**src/rtl/fechadura_pkg.sv**
```systemverilog
// Shared types and constants for the door-lock design: controller/scanner states,
// key codes, BCD PIN type and the active-low seven-segment encoder.
package fechadura_pkg;

  typedef enum logic [1:0] {ST_LOCKED, ST_UNLOCKED, ST_OPEN, ST_BLOCKED} ctrl_state_t;
  typedef enum logic [1:0] {SC_SCAN, SC_DEBOUNCE, SC_HOLD} scan_state_t;

  localparam logic [3:0] KEY_STAR = 4'd15;
  localparam logic [3:0] KEY_HASH = 4'd13;

  // Four BCD digits; element 3 holds the first-typed digit.
  typedef logic [3:0][3:0] pin_t;

  localparam logic [6:0] SEG_BLANK = 7'b1111111;

  function automatic logic [6:0] seg7(input logic [3:0] d);
    case (d)
      4'd0:    seg7 = 7'b1000000;
      4'd1:    seg7 = 7'b1111001;
      4'd2:    seg7 = 7'b0100100;
      4'd3:    seg7 = 7'b0110000;
      4'd4:    seg7 = 7'b0011001;
      4'd5:    seg7 = 7'b0010010;
      4'd6:    seg7 = 7'b0000010;
      4'd7:    seg7 = 7'b1111000;
      4'd8:    seg7 = 7'b0000000;
      4'd9:    seg7 = 7'b0010000;
      default: seg7 = SEG_BLANK;
    endcase
  endfunction

endpackage

```
**src/rtl/fechadura_matrix_keypad_scan.sv**
```systemverilog
// 4x4 keypad row scanner with press/release debounce; emits a one-cycle key_valid
// with the decoded key code.
module matrix_keypad_scan
  import fechadura_pkg::*;
#(
  parameter int DEBOUNCE_CYCLES = 20,
  parameter int SCAN_CYCLES     = 4
) (
  input  logic       clk,
  input  logic       rst,
  input  logic [3:0] col,
  output logic [3:0] lin,
  output logic       key_valid,
  output logic [3:0] key_code
);

  localparam int CMAX = (DEBOUNCE_CYCLES > SCAN_CYCLES) ? DEBOUNCE_CYCLES : SCAN_CYCLES;
  localparam int CW   = $clog2(CMAX) + 1;

  scan_state_t   state_reg, state_next;
  logic [1:0]    row_reg, row_next;
  logic [CW-1:0] cnt_reg, cnt_next;
  logic [3:0]    pat_reg, pat_next;
  logic [3:0]    code_reg, code_next;
  logic          valid_reg, valid_next;
  logic [1:0]    low_col;

  function automatic logic [3:0] key_map(input logic [3:0] rc);
    case (rc)
      4'd0: key_map = 4'd1;   4'd1: key_map = 4'd2;   4'd2: key_map = 4'd3;   4'd3: key_map = 4'd10;
      4'd4: key_map = 4'd4;   4'd5: key_map = 4'd5;   4'd6: key_map = 4'd6;   4'd7: key_map = 4'd11;
      4'd8: key_map = 4'd7;   4'd9: key_map = 4'd8;   4'd10: key_map = 4'd9;  4'd11: key_map = 4'd12;
      4'd12: key_map = 4'd15; 4'd13: key_map = 4'd0;  4'd14: key_map = 4'd13; default: key_map = 4'd14;
    endcase
  endfunction

  // Lowest active-low column wins when several keys share the row.
  always_comb begin
    if (!pat_reg[0])      low_col = 2'd0;
    else if (!pat_reg[1]) low_col = 2'd1;
    else if (!pat_reg[2]) low_col = 2'd2;
    else                  low_col = 2'd3;
  end

  always_comb begin
    state_next = state_reg;
    row_next   = row_reg;
    cnt_next   = cnt_reg;
    pat_next   = pat_reg;
    code_next  = code_reg;
    valid_next = 1'b0;
    case (state_reg)
      SC_SCAN: begin
        if (col != 4'hF) begin
          state_next = SC_DEBOUNCE;
          pat_next   = col;
          cnt_next   = '0;
        end else if (cnt_reg == CW'(SCAN_CYCLES - 1)) begin
          cnt_next = '0;
          row_next = row_reg + 2'd1;
        end else begin
          cnt_next = cnt_reg + 1'b1;
        end
      end
      SC_DEBOUNCE: begin
        if (col != pat_reg) begin
          state_next = SC_SCAN;
          cnt_next   = '0;
        end else if (cnt_reg == CW'(DEBOUNCE_CYCLES - 1)) begin
          state_next = SC_HOLD;
          cnt_next   = '0;
          valid_next = 1'b1;
          code_next  = key_map({row_reg, low_col});
        end else begin
          cnt_next = cnt_reg + 1'b1;
        end
      end
      SC_HOLD: begin
        if (col != 4'hF) begin
          cnt_next = '0;
        end else if (cnt_reg == CW'(DEBOUNCE_CYCLES - 1)) begin
          state_next = SC_SCAN;
          cnt_next   = '0;
        end else begin
          cnt_next = cnt_reg + 1'b1;
        end
      end
      default: state_next = SC_SCAN;
    endcase
  end

  always_ff @(posedge clk or negedge rst) begin
    if (!rst) begin
      state_reg <= SC_SCAN;
      row_reg   <= 2'd0;
      cnt_reg   <= '0;
      pat_reg   <= 4'hF;
      code_reg  <= 4'd0;
      valid_reg <= 1'b0;
    end else begin
      state_reg <= state_next;
      row_reg   <= row_next;
      cnt_reg   <= cnt_next;
      pat_reg   <= pat_next;
      code_reg  <= code_next;
      valid_reg <= valid_next;
    end
  end

  assign lin       = ~(4'b0001 << row_reg);
  assign key_valid = valid_reg;
  assign key_code  = code_reg;

endmodule

```
**src/rtl/fechadura_top.sv**
```systemverilog
// Door-lock controller: PIN entry, lock/unlock/lockout FSM, buzzer and displays.
// Define FECHADURA_PIN_UPDATE_EN to allow changing the master PIN while unlocked.
module fechadura_top
  import fechadura_pkg::*;
#(
  parameter int          DEBOUNCE_CYCLES = 20,
  parameter int          SCAN_CYCLES     = 4,
  parameter int          UNLOCK_CYCLES   = 5000,
  parameter int          BIP_CYCLES      = 8,
  parameter int          BLOCK_CYCLES    = 2000,
  parameter logic [15:0] MASTER_PIN_RST  = 16'h1234
) (
  input  logic       clk,
  input  logic       rst,
  input  logic       sensor_de_contato,
  input  logic       botao_interno,
  input  logic [3:0] matricial_col,
  output logic [3:0] matricial_lin,
  output logic [6:0] dispHex0,
  output logic [6:0] dispHex1,
  output logic [6:0] dispHex2,
  output logic [6:0] dispHex3,
  output logic [6:0] dispHex4,
  output logic [6:0] dispHex5,
  output logic       tranca,
  output logic       bip
);

  localparam int TMAX = (UNLOCK_CYCLES > BLOCK_CYCLES) ? UNLOCK_CYCLES : BLOCK_CYCLES;
  localparam int TW   = $clog2(TMAX + 1);
  localparam int BW   = $clog2(BIP_CYCLES + 1);

  logic       key_valid;
  logic [3:0] key_code;

  matrix_keypad_scan #(
    .DEBOUNCE_CYCLES(DEBOUNCE_CYCLES),
    .SCAN_CYCLES    (SCAN_CYCLES)
  ) u_scan (
    .clk      (clk),
    .rst      (rst),
    .col      (matricial_col),
    .lin      (matricial_lin),
    .key_valid(key_valid),
    .key_code (key_code)
  );

  ctrl_state_t   state_reg, state_next;
  pin_t          buf_reg, buf_next, master_reg, master_next;
  logic [2:0]    len_reg, len_next;
  logic [1:0]    fail_reg, fail_next;
  logic [TW-1:0] timer_reg, timer_next;
  logic [BW-1:0] bip_reg, bip_next;
  logic          is_digit, key_ok, full_star;

  always_comb begin
    is_digit  = (key_code <= 4'd9);
    key_ok    = key_valid && (state_reg != ST_BLOCKED) &&
                (is_digit || key_code == KEY_HASH || key_code == KEY_STAR);
    full_star = key_ok && (key_code == KEY_STAR) && (len_reg == 3'd4);

    state_next = state_reg;
    fail_next  = fail_reg;
    buf_next   = buf_reg;
    len_next   = len_reg;
`ifdef FECHADURA_PIN_UPDATE_EN
    master_next = master_reg;
`else
    master_next = pin_t'(MASTER_PIN_RST);
`endif
    timer_next = (timer_reg == TW'(TMAX)) ? timer_reg : timer_reg + 1'b1;
    bip_next   = key_ok ? BW'(BIP_CYCLES) : ((bip_reg != '0) ? bip_reg - 1'b1 : bip_reg);

    if (key_ok) begin
      if (is_digit) begin
        buf_next = {buf_reg[2:0], key_code};
        if (len_reg != 3'd4) len_next = len_reg + 3'd1;
      end else begin
        buf_next = '0;
        len_next = 3'd0;
      end
    end

    case (state_reg)
      ST_LOCKED: begin
        if (botao_interno) begin
          state_next = ST_UNLOCKED;
        end else if (full_star) begin
          if (buf_reg == master_reg) begin
            state_next = ST_UNLOCKED;
            fail_next  = 2'd0;
          end else begin
            fail_next = fail_reg + 2'd1;
            if (fail_reg == 2'd2) state_next = ST_BLOCKED;
          end
        end
      end
      ST_UNLOCKED: begin
        if (!sensor_de_contato) begin
          state_next = ST_OPEN;
        end else if (timer_reg == TW'(UNLOCK_CYCLES - 1)) begin
          state_next = ST_LOCKED;
        end
`ifdef FECHADURA_PIN_UPDATE_EN
        else if (full_star) begin
          master_next = buf_reg;
          timer_next  = '0;
        end
`endif
      end
      ST_OPEN: begin
        if (sensor_de_contato) state_next = ST_LOCKED;
      end
      ST_BLOCKED: begin
        if (timer_reg == TW'(BLOCK_CYCLES - 1)) begin
          state_next = ST_LOCKED;
          fail_next  = 2'd0;
        end
      end
      default: state_next = ST_LOCKED;
    endcase

    // Any state change restarts the timer and discards partial entry.
    if (state_next != state_reg) begin
      buf_next   = '0;
      len_next   = 3'd0;
      timer_next = '0;
    end
  end

  always_ff @(posedge clk or negedge rst) begin
    if (!rst) begin
      state_reg  <= ST_LOCKED;
      buf_reg    <= '0;
      len_reg    <= 3'd0;
      fail_reg   <= 2'd0;
      master_reg <= pin_t'(MASTER_PIN_RST);
      timer_reg  <= '0;
      bip_reg    <= '0;
    end else begin
      state_reg  <= state_next;
      buf_reg    <= buf_next;
      len_reg    <= len_next;
      fail_reg   <= fail_next;
      master_reg <= master_next;
      timer_reg  <= timer_next;
      bip_reg    <= bip_next;
    end
  end

  assign tranca = (state_reg == ST_LOCKED) || (state_reg == ST_BLOCKED);
  assign bip    = (bip_reg != '0) || (state_reg == ST_BLOCKED) ||
                  ((state_reg == ST_OPEN) && (timer_reg >= TW'(UNLOCK_CYCLES)));

  // Entry is left-aligned: oldest digit on display 3, unused positions blank.
  logic [6:0] dhex [4];
  for (genvar gi = 0; gi < 4; gi++) begin : g_digit
    logic [2:0] pos;
    assign pos      = len_reg + 3'(gi);
    assign dhex[gi] = (pos >= 3'd4) ? seg7(buf_reg[pos[1:0]]) : SEG_BLANK;
  end

  assign dispHex0 = dhex[0];
  assign dispHex1 = dhex[1];
  assign dispHex2 = dhex[2];
  assign dispHex3 = dhex[3];
  assign dispHex4 = seg7({2'b00, fail_reg});
  assign dispHex5 = SEG_BLANK;

endmodule

```
**config.mk**
```make
export PLATFORM = sky130hd
export DESIGN_NAME = fechadura_top
export DESIGN_NICKNAME = d
export VERILOG_FILES = /design/src/rtl/fechadura_pkg.sv /design/src/rtl/fechadura_matrix_keypad_scan.sv /design/src/rtl/fechadura_top.sv
export SDC_FILE = /design/constraint.sdc
export NUM_CORES = 1
export LEC_CHECK = 0
export CAP_MARGIN = 20
export CORE_MARGIN = 2
export CORE_UTILIZATION = 64
export CTS_BUF_LIST = sky130_fd_sc_hd__clkbuf_2
export DETAILED_ROUTE_END_ITERATION = 12
export PLACE_DENSITY = 0.9
export REMOVE_ABC_BUFFERS = 1
export SLEW_MARGIN = 20
export SYNTH_ARGS = -nofsm -noshare
export SYNTH_HDL_FRONTEND = slang
export SYNTH_SLANG_ARGS = --single-unit
```
**constraint.sdc**
```tcl
create_clock -name clk -period 6.8 [get_ports clk]
set_input_delay 1.02 -clock clk [delete_from_list [all_inputs] [get_ports clk]]
set_output_delay 1.02 -clock clk [all_outputs]
set_load 0.01 [all_outputs]
```
# --- Yosys cells after proc, flatten, opt, wreduce, memory -nomap -nowiden ---
# Memories as Yosys holds them, arrays and structs flattened. A register that Yosys moved wholly into a read port is not among the register bits.
# Index checks and enable logic that the tools add are counted.
word_totals:
  inputBits: 8
  regBits: 55
  rom_bits: 512
  mem_count: 5
memory_table:
  columns: ["memory", "words", "width", "read_ports", "rd_ports_with_merged_regs", "wr", "line", "text"]
  rows:
  - ["(name not given)", 16, 7, 1, 0, 0, "fechadura_pkg.sv:17", "case (d)"]
  - ["(name not given)", 16, 7, 1, 0, 0, "fechadura_pkg.sv:17", null]
  - ["(name not given)", 16, 7, 1, 0, 0, "fechadura_pkg.sv:17", null]
  - ["(name not given)", 16, 7, 1, 0, 0, "fechadura_pkg.sv:17", null]
  - ["(name not given)", 16, 4, 1, 1, 0, "fechadura_matrix_keypad_scan.sv:29", "case (rc)"]
op_classes:
  reduce_logical: 25
  n_eq_ne: 31
  add_sub_neg: 8
  muxes: 56
  shift: 1
  order_cmp: 10
  bitwise: 3
op_table:
  columns: ["op", "count"]
  rows:
  - ["16-bit 2-to-1 mux", 3]
  - ["2-bit 2-to-1 mux", 19]
  - ["4-bit binary-select mux with 2-bit select", 4]
  - ["6-bit 2-to-1 mux", 5]
  - ["7-bit 2-to-1 mux", 4]
  - ["7-bit one-hot mux with 4 select lines", 1]
  - ["13-bit equality test, second input constant", 2]
  - ["13-bit 2-to-1 mux", 2]
  - ["4-bit 2-to-1 mux", 6]
  - ["6-bit one-hot mux with 3 select lines", 1]
  - ["16-bit by 13-bit equality test with 1-bit output, second input constant", 1]
  - ["13-bit by 1-bit adder with 13-bit output, second input constant", 1]
  - ["13-bit by 11-bit equality test with 1-bit output, second input constant", 1]
  - ["13-bit >= comparator, second input constant", 1]
  - ["3-bit >= comparator, second input constant", 4]
  - ["2-bit by 3-bit less-than comparator with 1-bit output, second input constant", 4]
  - ["3-bit 2-to-1 mux", 4]
  - ["2-bit equality test, second input constant", 5]
  - ["2-bit inequality test, second input constant", 5]
  - ["4-bit equality test, second input constant", 2]
  - ["2-bit one-hot mux with 4 select lines", 1]
  - ["4-bit AND reduction", 2]
  - ["3-bit by 2-bit adder with 3-bit output, second input constant", 2]
  - ["6-bit by 1-bit adder with 6-bit output, second input constant", 1]
  - ["29 further kinds", 53]

# --- Logic depth before layout (Yosys ltp) ---
# Gate-level depths: netlist of run 1.
depth:
  word_depth: 12
  depth_mapped: 11

# --- By module ---
# A second synthesis of run 1 with hierarchy kept.
unflattened:
  hier_cells: 549
  area_unflattened_um2: 4894.7
modules_own_cells:
  columns: ["mod", "instances", "area_per_inst_um2", "cells_each"]
  rows:
  - ["fechadura_top", 1, 3578.4, 405]
  - ["matrix_keypad_scan", 1, 1316.3, 144]

# --- Least setup slack after synthesis of run 1 ---
# No wires, ideal clock.
synth_path:
  path_kind: "reg2out"
  start: "register len_reg[0]"
  end: "output dispHex1[0]"
  path_stages_with_launch: 12
  t_required_ps: 5780
  t_arrival_ps: 2945
  n_path_buf: 3
  setup_slack_ps: 2835
  cell_sequence: "dfrtp_1 buf_2 buf_2 inv_1 ha_1 clkbuf_1 mux4_2 inv_1 ha_1 nor2b_1 a21oi_1 o21ai_0"
synth_via:
  elab_chain_cells: 5
  elab_cells_between_ends: 6
  cone_classes: "add/sub: 1; order compare: 1; mux: 3; memory: 1"
synth_lines:
  columns: ["item", "line", "text"]
  rows:
  - ["start, declared", "fechadura_top.sv:50", "logic [2:0] len_reg, len_next;"]
  - ["start signal, assigned", "fechadura_top.sv:143", "len_reg <= len_next;"]
  - ["3-bit by 1-bit adder with 3-bit output (*)", "fechadura_top.sv:159", "assign pos = len_reg + 3'(gi);"]
  - ["4-bit binary-select mux with 2-bit select", "fechadura_top.sv:160", "assign dhex[gi] = (pos >= 3'd4) ? seg7(buf_reg[pos[1:0]]) : SEG_BLANK;"]
  - ["4-bit 2-to-1 mux (not written as such)", "fechadura_top.sv:160", null]
  - ["memory read 16 x 7 bit", null, null]
  - ["7-bit 2-to-1 mux (*)", "fechadura_top.sv:160", null]
  - ["end, declared", "fechadura_top.sv:20", "output logic [6:0] dispHex1,"]
# Mark *: on every way between the ends. The rest lies on a longest branch, timed or not. The select of a mux whose other input is x is not followed.

# --- Worst setup path after layout of run 1 ---
layout_path:
  start: "register len_reg[0]"
  end: "output dispHex1[3]"
# The elaborated chain is that of the path after synthesis.

==> impl_summary.log, run 1 <==
[metrics] post-CTS setup buffer count: 0
[metrics] Clock Path Buffers: 2
[metrics] number of buffers created by CTS: 9
[metrics] number of antenna-violating nets in the routed design: 0
[metrics] Port Buf Inserts: 47
[metrics] Pwr Total: roughly 1.1 mW
[metrics] async set or reset register ratio after synthesis: 100%
[metrics] total of fill cells in the finished design: 583
[metrics] crit path DAT: 4.12 ns
[metrics] Hold-fix buffers, CTS: 0
[metrics] DRC errors left: 0
[metrics] layout overhead on the synthesized area: 11.6%
[metrics] number of core rows: 32
[metrics] Vias: 4285
[metrics] worst hold slack: around 0.52 ns
[metrics] GR Overflow Total: 0
[metrics] sequential share of the synthesized area: 30.0%
[metrics] Max FO, Critical Path: 19
[metrics] type of element capturing the critical path: output port
[metrics] shortest period the worst path allows: 5.14 ns
[metrics] unrepaired setup endpoints after global routing: no
[metrics] slowest cell on the critical path: sky130_fd_sc_hd__dfrtp_1
[metrics] Fin Setup TNS: 0 ns
[metrics] count of cell types in the netlist: 61
[metrics] pwr dens: 195 nW/um^2
[metrics] diode count: 0
[metrics] global-route met3 utilization: 4.52%
[metrics] worst relative slew slack: 41.7%
[metrics] Synth top area share: between 20% and 30%
[metrics] Horiz. Die Dim: 91.8 um
[metrics] via density per instance: 6.04
[metrics] WL per Instance: approximately 15 um
[metrics] number of H-tree levels: 3
[metrics] core utilization of the finished layout: between 70% and 80%
[metrics] library cell with the highest instance count after synthesis: sky130_fd_sc_hd__dfrtp_1
[metrics] Die Height: 91.8 um
[metrics] Final Routed Wirelength: 10700 um
[metrics] storage element area: 1480 um^2
[metrics] Bufs and invs on worst path: 3
[metrics] count of endpoints failing setup in the final report: 0
[metrics] Synth Cell Area: 4940 um^2
[metrics] detailed router's first-iteration violation count: 314
[metrics] vias in the first global route: 4153
[metrics] wire length of the first global-routing pass: roughly 18000 um
[metrics] Crit path required time: 5.78 ns
[metrics] number of enable-type register cells in the synthesized netlist: 0
[metrics] CORE AREA: 7610 um^2
[metrics] Initial Util: between 60% and 70%
[metrics] worst setup skew after layout: roughly 0.021 ns
[metrics] IR Drop Worst-Case VDD: 0.000228 V
[metrics] number of optimization iterations in the first detailed-route pass: 6
[metrics] CP delay by family, top: flip-flops
[metrics] clock net sink count: between 50 and 60
[metrics] number of top-level pins: 56
[metrics] cell types with the highest counts after synthesis: 55 x sky130_fd_sc_hd__dfrtp_1, 53 x sky130_fd_sc_hd__a21oi_1, 50 x sky130_fd_sc_hd__ha_1
[metrics] startpoint-to-endpoint class of the critical path: register to output port
[metrics] main flop type after synthesis: sky130_fd_sc_hd__dfrtp_1
[metrics] max-cap check violation count: 0
[metrics] Area contributors post-synth: sky130_fd_sc_hd__dfrtp_1 28%, sky130_fd_sc_hd__ha_1 13%, sky130_fd_sc_hd__mux4_2 7.3%, sky130_fd_sc_hd__a21oi_1 5.4%, sky130_fd_sc_hd__nor3_1 4.5%
[metrics] Nets: roughly 660
[metrics] crit start category: register
[metrics] clock root cell: sky130_fd_sc_hd__clkbuf_2
[metrics] Slew @ Worst Pin: 0.874 ns
[metrics] number of gates resized after cts: 0
[metrics] Largest register FFs: 16
[metrics] cell taking the most area after synthesis: sky130_fd_sc_hd__dfrtp_1
[metrics] CTS tree: yes
[metrics] cell area reported after detailed placement: 5420 um^2
[metrics] antenna violations before repair: 0
[metrics] post-synthesis average cell area: 8.75 um^2
[metrics] DPL Wire Length: 7890 um
[metrics] met2 Resource Use GR: 46.1%
[metrics] number of failing hold endpoints at the final stage: 0
[metrics] flops & latches, synth: 59
[metrics] total area of multi-input combinational cells: 3150 um^2
[metrics] final non-filler cell area: 5510 um^2
[metrics] delay of the slowest cell on the worst path: 0.95 ns
[metrics] overall fraction of global-route tracks in use: 26.8%
[metrics] share of the cycle needed by the critical path after routing: 75.6%
[metrics] run status: completed
[metrics] yosys synthesis warning count: 0
[metrics] final weighted congestion in routability-driven placement: 0.825
[metrics] clock latency on the worst-skew pair: 0.50 ns
[metrics] share of post-route cells with drive strength above 1: 8.72%
[metrics] Cell Chain, Critical Path: inv_1 -> ha_1 -> mux4_2 -> inv_1 -> ha_1 -> nor2b_1 -> a21oi_1 -> o21ai_0 -> clkdlybuf4s50_1
[metrics] leakage component of the power: 2.34 nW
[metrics] highest attainable clock frequency: just under 200 MHz
[metrics] Slew Limit Fails: 0
[metrics] clk slew on worst S/H paths: 0.18 ns
[metrics] total die area: 8430 um^2
[metrics] busiest layer in global routing: met2
[metrics] post-synthesis instance total: 564
[metrics] maximum number of pins on one net before global-route repair: 60
[metrics] global-route track usage on met1: 33.2%
[metrics] class of the worst hold path: register to register
## stage by stage
stage | setup slack, ns | std cells
after floorplan | 2.89 | 542
after global placement | 2.37 | 694
after detailed placement | 2.18 | 694
after CTS | 1.59 | 710
after global routing | 1.29 | 710
final | 1.66 | 710
## path summary, 6_finish.rpt
kind	startpoint	end	slack, ns	cells after the start
worst min register to register	u_scan.cnt_reg[5]	u_scan.cnt_reg[5]	0.52	1
worst max register to register	len_reg[0]	len_reg[2]	3.97	7
max in group asynchronous	rst	timer_reg[10]	5.67	2
worst max-delay path	len_reg[0]	dispHex1[3]	1.66	9
worst min-delay path	u_scan.cnt_reg[5]	u_scan.cnt_reg[5]	0.52	1
min in group asynchronous	rst	u_scan.cnt_reg[3]	0.63	2
## area by class of cell
class / count / share of cell area, %
Multi-Input combinational cell: 437 / 57.2
Sequential cell: 59 / 26.9
Timing Repair Buffer: 50 / 8.86
Inverter: 46 / 3.13
Tap cell: 102 / 2.32
Clock buffer: 9 / 0.818
Clock inverter: 7 / 0.818
## report_power, final
part / switching (mW) / internal, mW
registers: 0.0445 / 0.397
clock network: 0.138 / 0.0456
logic: 0.268 / 0.180
## cells in the final DEF, fill, tap and decap left out, types with 4 or more instances in the layout
cell type,count
sky130_fd_sc_hd__clkdlybuf4s50_1,46
sky130_fd_sc_hd__o211ai_1,6
sky130_fd_sc_hd__a211oi_1,4
sky130_fd_sc_hd__dfrtp_1,55
sky130_fd_sc_hd__xor2_1,8
sky130_fd_sc_hd__nand2b_1,11
sky130_fd_sc_hd__clkbuf_2,9
sky130_fd_sc_hd__dfstp_2,4
sky130_fd_sc_hd__nor2_1,45
sky130_fd_sc_hd__mux4_2,16
sky130_fd_sc_hd__mux2i_1,11
sky130_fd_sc_hd__inv_1,46
sky130_fd_sc_hd__nand4b_1,4
sky130_fd_sc_hd__nand3_1,9
sky130_fd_sc_hd__nor3_1,44
sky130_fd_sc_hd__ha_1,50
sky130_fd_sc_hd__nor2b_1,4
sky130_fd_sc_hd__o21ai_0,41
sky130_fd_sc_hd__a21oi_1,53
sky130_fd_sc_hd__conb_1,8
sky130_fd_sc_hd__nand2_1,44
sky130_fd_sc_hd__nand4_1,4
sky130_fd_sc_hd__and3_1,5
sky130_fd_sc_hd__and2_1,4
sky130_fd_sc_hd__xnor2_1,15
## layer usage
metal | wire length (um) | share of wire (%)
met1 | 4420 | 41
met2 | 5270 | 49
met3 | 669 | 6.3
met4 | 313 | 2.9
met5 | 0 | 0
## kinds of logic after synthesis
group           after synthesis  synth area share [%]
other cells                   2                 0.152
buf+inv                      74                  6.67
simple gates                196                  20.5
mux                          30                  10.2
xor+xnor                     23                  4.08
compound gates              130                  15.7
flops                        59                  30.0
fa+ha+maj                    50                  12.7
No activity file was read; power rests on OpenSTA's default activity.
==> run 2, diff against run 1 <==
--- a/config.mk
+++ b/config.mk
@@ -7,10 +7,10 @@
 export LEC_CHECK = 0
 export CAP_MARGIN = 20
 export CORE_MARGIN = 2
-export CORE_UTILIZATION = 64
+export CORE_UTILIZATION = 59
 export CTS_BUF_LIST = sky130_fd_sc_hd__clkbuf_2
 export DETAILED_ROUTE_END_ITERATION = 12
-export PLACE_DENSITY = 0.9
+export PLACE_DENSITY = 0.84
 export REMOVE_ABC_BUFFERS = 1
 export SLEW_MARGIN = 20
 export SYNTH_ARGS = -nofsm -noshare
==> constraint.sdc (replaced) <==
create_clock -name clk -period 5.1 [get_ports clk]
set_input_delay 0.765 -clock clk [delete_from_list [all_inputs] [get_ports clk]]
set_output_delay 0.765 -clock clk [all_outputs]
set_load 0.01 [all_outputs]
==> run 2 against run 1 <==
Compared with the run above: first-iteration DRC count rose by 3.8%; count of clock-buffer cells in the layout rose by 3; non-clock buffer count up 2.
==> impl_summary.log, run 2 (synthesized netlist as in run 1, its figures left out) <==
[metrics] commonest non-fill, non-tap cell in the layout: sky130_fd_sc_hd__dfrtp_1
[metrics] crit start category: register
[metrics] CTS tree: yes
[metrics] DPL Wire Length: 7820 um
[metrics] Crit path required time: between 4 and 5 ns
[metrics] clock net sink count: roughly 60
[metrics] number of H-tree levels: 3
[metrics] slowest cell on the critical path: sky130_fd_sc_hd__mux4_2
[metrics] clock latency on the worst-skew pair: roughly 0.5 ns
[metrics] Final Routed Wirelength: 10600 um
[metrics] detailed router's first-iteration violation count: 326
[metrics] clk slew on worst S/H paths: about 0.16 ns
[metrics] Max FO, Critical Path: 19
[metrics] number of core rows: 33
[metrics] startpoint-to-endpoint class of the critical path: register to output port
[metrics] pwr dens: 268 nW/um^2
[metrics] maximum number of pins on one net before global-route repair: 60
[metrics] non-filler cells, final: 714
[metrics] number of gates resized after cts: 0
[metrics] Clock Path Buffers: 2
[metrics] Fin Setup TNS: 0 ns
[metrics] CORE AREA: 8180 um^2
[metrics] Nets: 663
[metrics] CP delay by family, top: buffers and inverters
[metrics] commonest cells after routing, fill and taps aside: 55 x sky130_fd_sc_hd__dfrtp_1, 53 x sky130_fd_sc_hd__a21oi_1, 50 x sky130_fd_sc_hd__ha_1
[metrics] total die area: 9110 um^2
[metrics] number of buffers created by CTS: 9
[metrics] vias in the first global route: 3955
[metrics] final non-filler cell area: around 5500 um^2
[metrics] IR Drop Worst-Case VDD: 0.000248 V
[metrics] placed cells: 699
[metrics] R2R depth: 6
[metrics] cell area reported after detailed placement: 5440 um^2
[metrics] total of fill cells in the finished design: 680
[metrics] Vias: around 4300
[metrics] number of optimization iterations in the first detailed-route pass: 5
[metrics] share of the cycle needed by the critical path after routing: 87.1%
[metrics] Slew @ Worst Pin: 0.769 ns
[metrics] Bufs and invs on worst path: 4
[metrics] number of antenna-violating nets in the routed design: 0
[metrics] busiest layer in global routing: met2
[metrics] met2 Resource Use GR: 41.9%
[metrics] wire length of the first global-routing pass: about 18000 um
[metrics] leakage component of the power: ~2.4 nW
[metrics] Slew Limit Fails: 0
[metrics] unrepaired setup endpoints after global routing: no
[metrics] post-CTS setup buffer count: 0
[metrics] number of failing hold endpoints at the final stage: 0
[metrics] antenna violations before repair: 0
[metrics] overall fraction of global-route tracks in use: ~24%
[metrics] global-route met3 utilization: 3.24%
[metrics] highest attainable clock frequency: 225 MHz
[metrics] type of element capturing the critical path: output port
[metrics] via density per instance: slightly below 6
[metrics] run status: completed
[metrics] count of endpoints failing setup in the final report: 0
[metrics] final weighted congestion in routability-driven placement: slightly below 0.9
[metrics] clock root cell: sky130_fd_sc_hd__clkbuf_2
[metrics] max-cap check violation count: 0
[metrics] DRC errors left: 0
[metrics] Initial Util: 60.4%
[metrics] layout overhead on the synthesized area: 12.2%
[metrics] Horiz. Die Dim: 95.5 um
[metrics] Port Buf Inserts: 47
[metrics] global-route track usage on met1: 30.9%
[metrics] Largest register FFs: 16
[metrics] class of the worst hold path: input port to asynchronous set/reset pin
[metrics] number of top-level pins: 56
[metrics] diode count: 0
[metrics] GR Overflow Total: 0
[metrics] share of post-route cells with drive strength above 1: 9.03%
[metrics] Hold-fix buffers, CTS: 0
[metrics] shortest period the worst path allows: 4.44 ns
[metrics] worst setup skew after layout: 0.0294 ns
[metrics] Cell Chain, Critical Path: buf_4 -> inv_1 -> ha_1 -> mux4_2 -> inv_1 -> ha_1 -> nor2b_1 -> a21oi_1 -> o21ai_0 -> clkdlybuf4s50_1
[metrics] Die Height: 95.5 um
[metrics] crit path DAT: approximately 3.7 ns
[metrics] WL per Instance: 14.9 um
[metrics] delay of the slowest cell on the worst path: about 0.63 ns
[metrics] Crit path depth: 10
[metrics] worst relative slew slack: 48.5%
==> run 2: cell types whose count changed in the layout (fill, tap and decap cells not counted) <==
| cell | delta |
|---|---|
| sky130_fd_sc_hd__clkbuf_2 | +3 |
| sky130_fd_sc_hd__clkinvlp_4 | -3 |
| sky130_fd_sc_hd__buf_4 | +2 |
| sky130_fd_sc_hd__bufinv_16 | +1 |
| sky130_fd_sc_hd__clkinv_1 | -1 |
| sky130_fd_sc_hd__clkinv_4 | -1 |
==> run 2: stage by stage <==
stage | power [mW] | utilization, % | worst slack [ns] | hold slack, ns
floorplan | 0.985 | - | 1.44 | 0.461
global placement | 1.17 | 66.5 | 1.31 | 0.493
detailed placement | 1.20 | 66.5 | 1.19 | 0.489
CTS | 1.49 | 67.7 | 0.646 | 0.410
global route | 1.59 | 67.7 | 0.418 | 0.441
finish | 1.48 | 67.7 | 0.657 | 0.391
==> run 2: area by class of cell <==
type	instances	area, um^2	share of cell area, %
multi-input combinational	437	3150	56.9
clock inverter	3	40.0	0.723
timing repair buffer	52	503	9.08
tap	105	131	2.37
inverter	46	173	3.12
clock buffer	12	60.1	1.08
sequential	59	1480	26.8
==> run 2: final timing paths <==
check | from | to | slack, ns
setup / recovery | len_reg[0] | dispHex1[3] | 0.66
hold / removal | rst | u_scan.cnt_reg[0] | 0.39
setup reg to reg | state_reg[1] | timer_reg[0] | 2.21
hold reg to reg | u_scan.cnt_reg[5] | u_scan.cnt_reg[5] | 0.51
max in group asynchronous | rst | state_reg[0] | 4.19
min in group clk | u_scan.cnt_reg[5] | u_scan.cnt_reg[5] | 0.51
==> run 2: routing by layer <==
metal	vias up	part of all wire (%)
li1	2064	-
met1	2030	42
met2	146	50
met3	22	5.3
met4	0	2.1
met5	-	0
==> run 2: power by group <==
part           total (mW)  internal (mW)  switching, mW
sequential          0.588          0.529         0.0584
clock               0.285          0.116          0.170
combinational       0.610          0.245          0.365
total                1.48          0.890          0.593
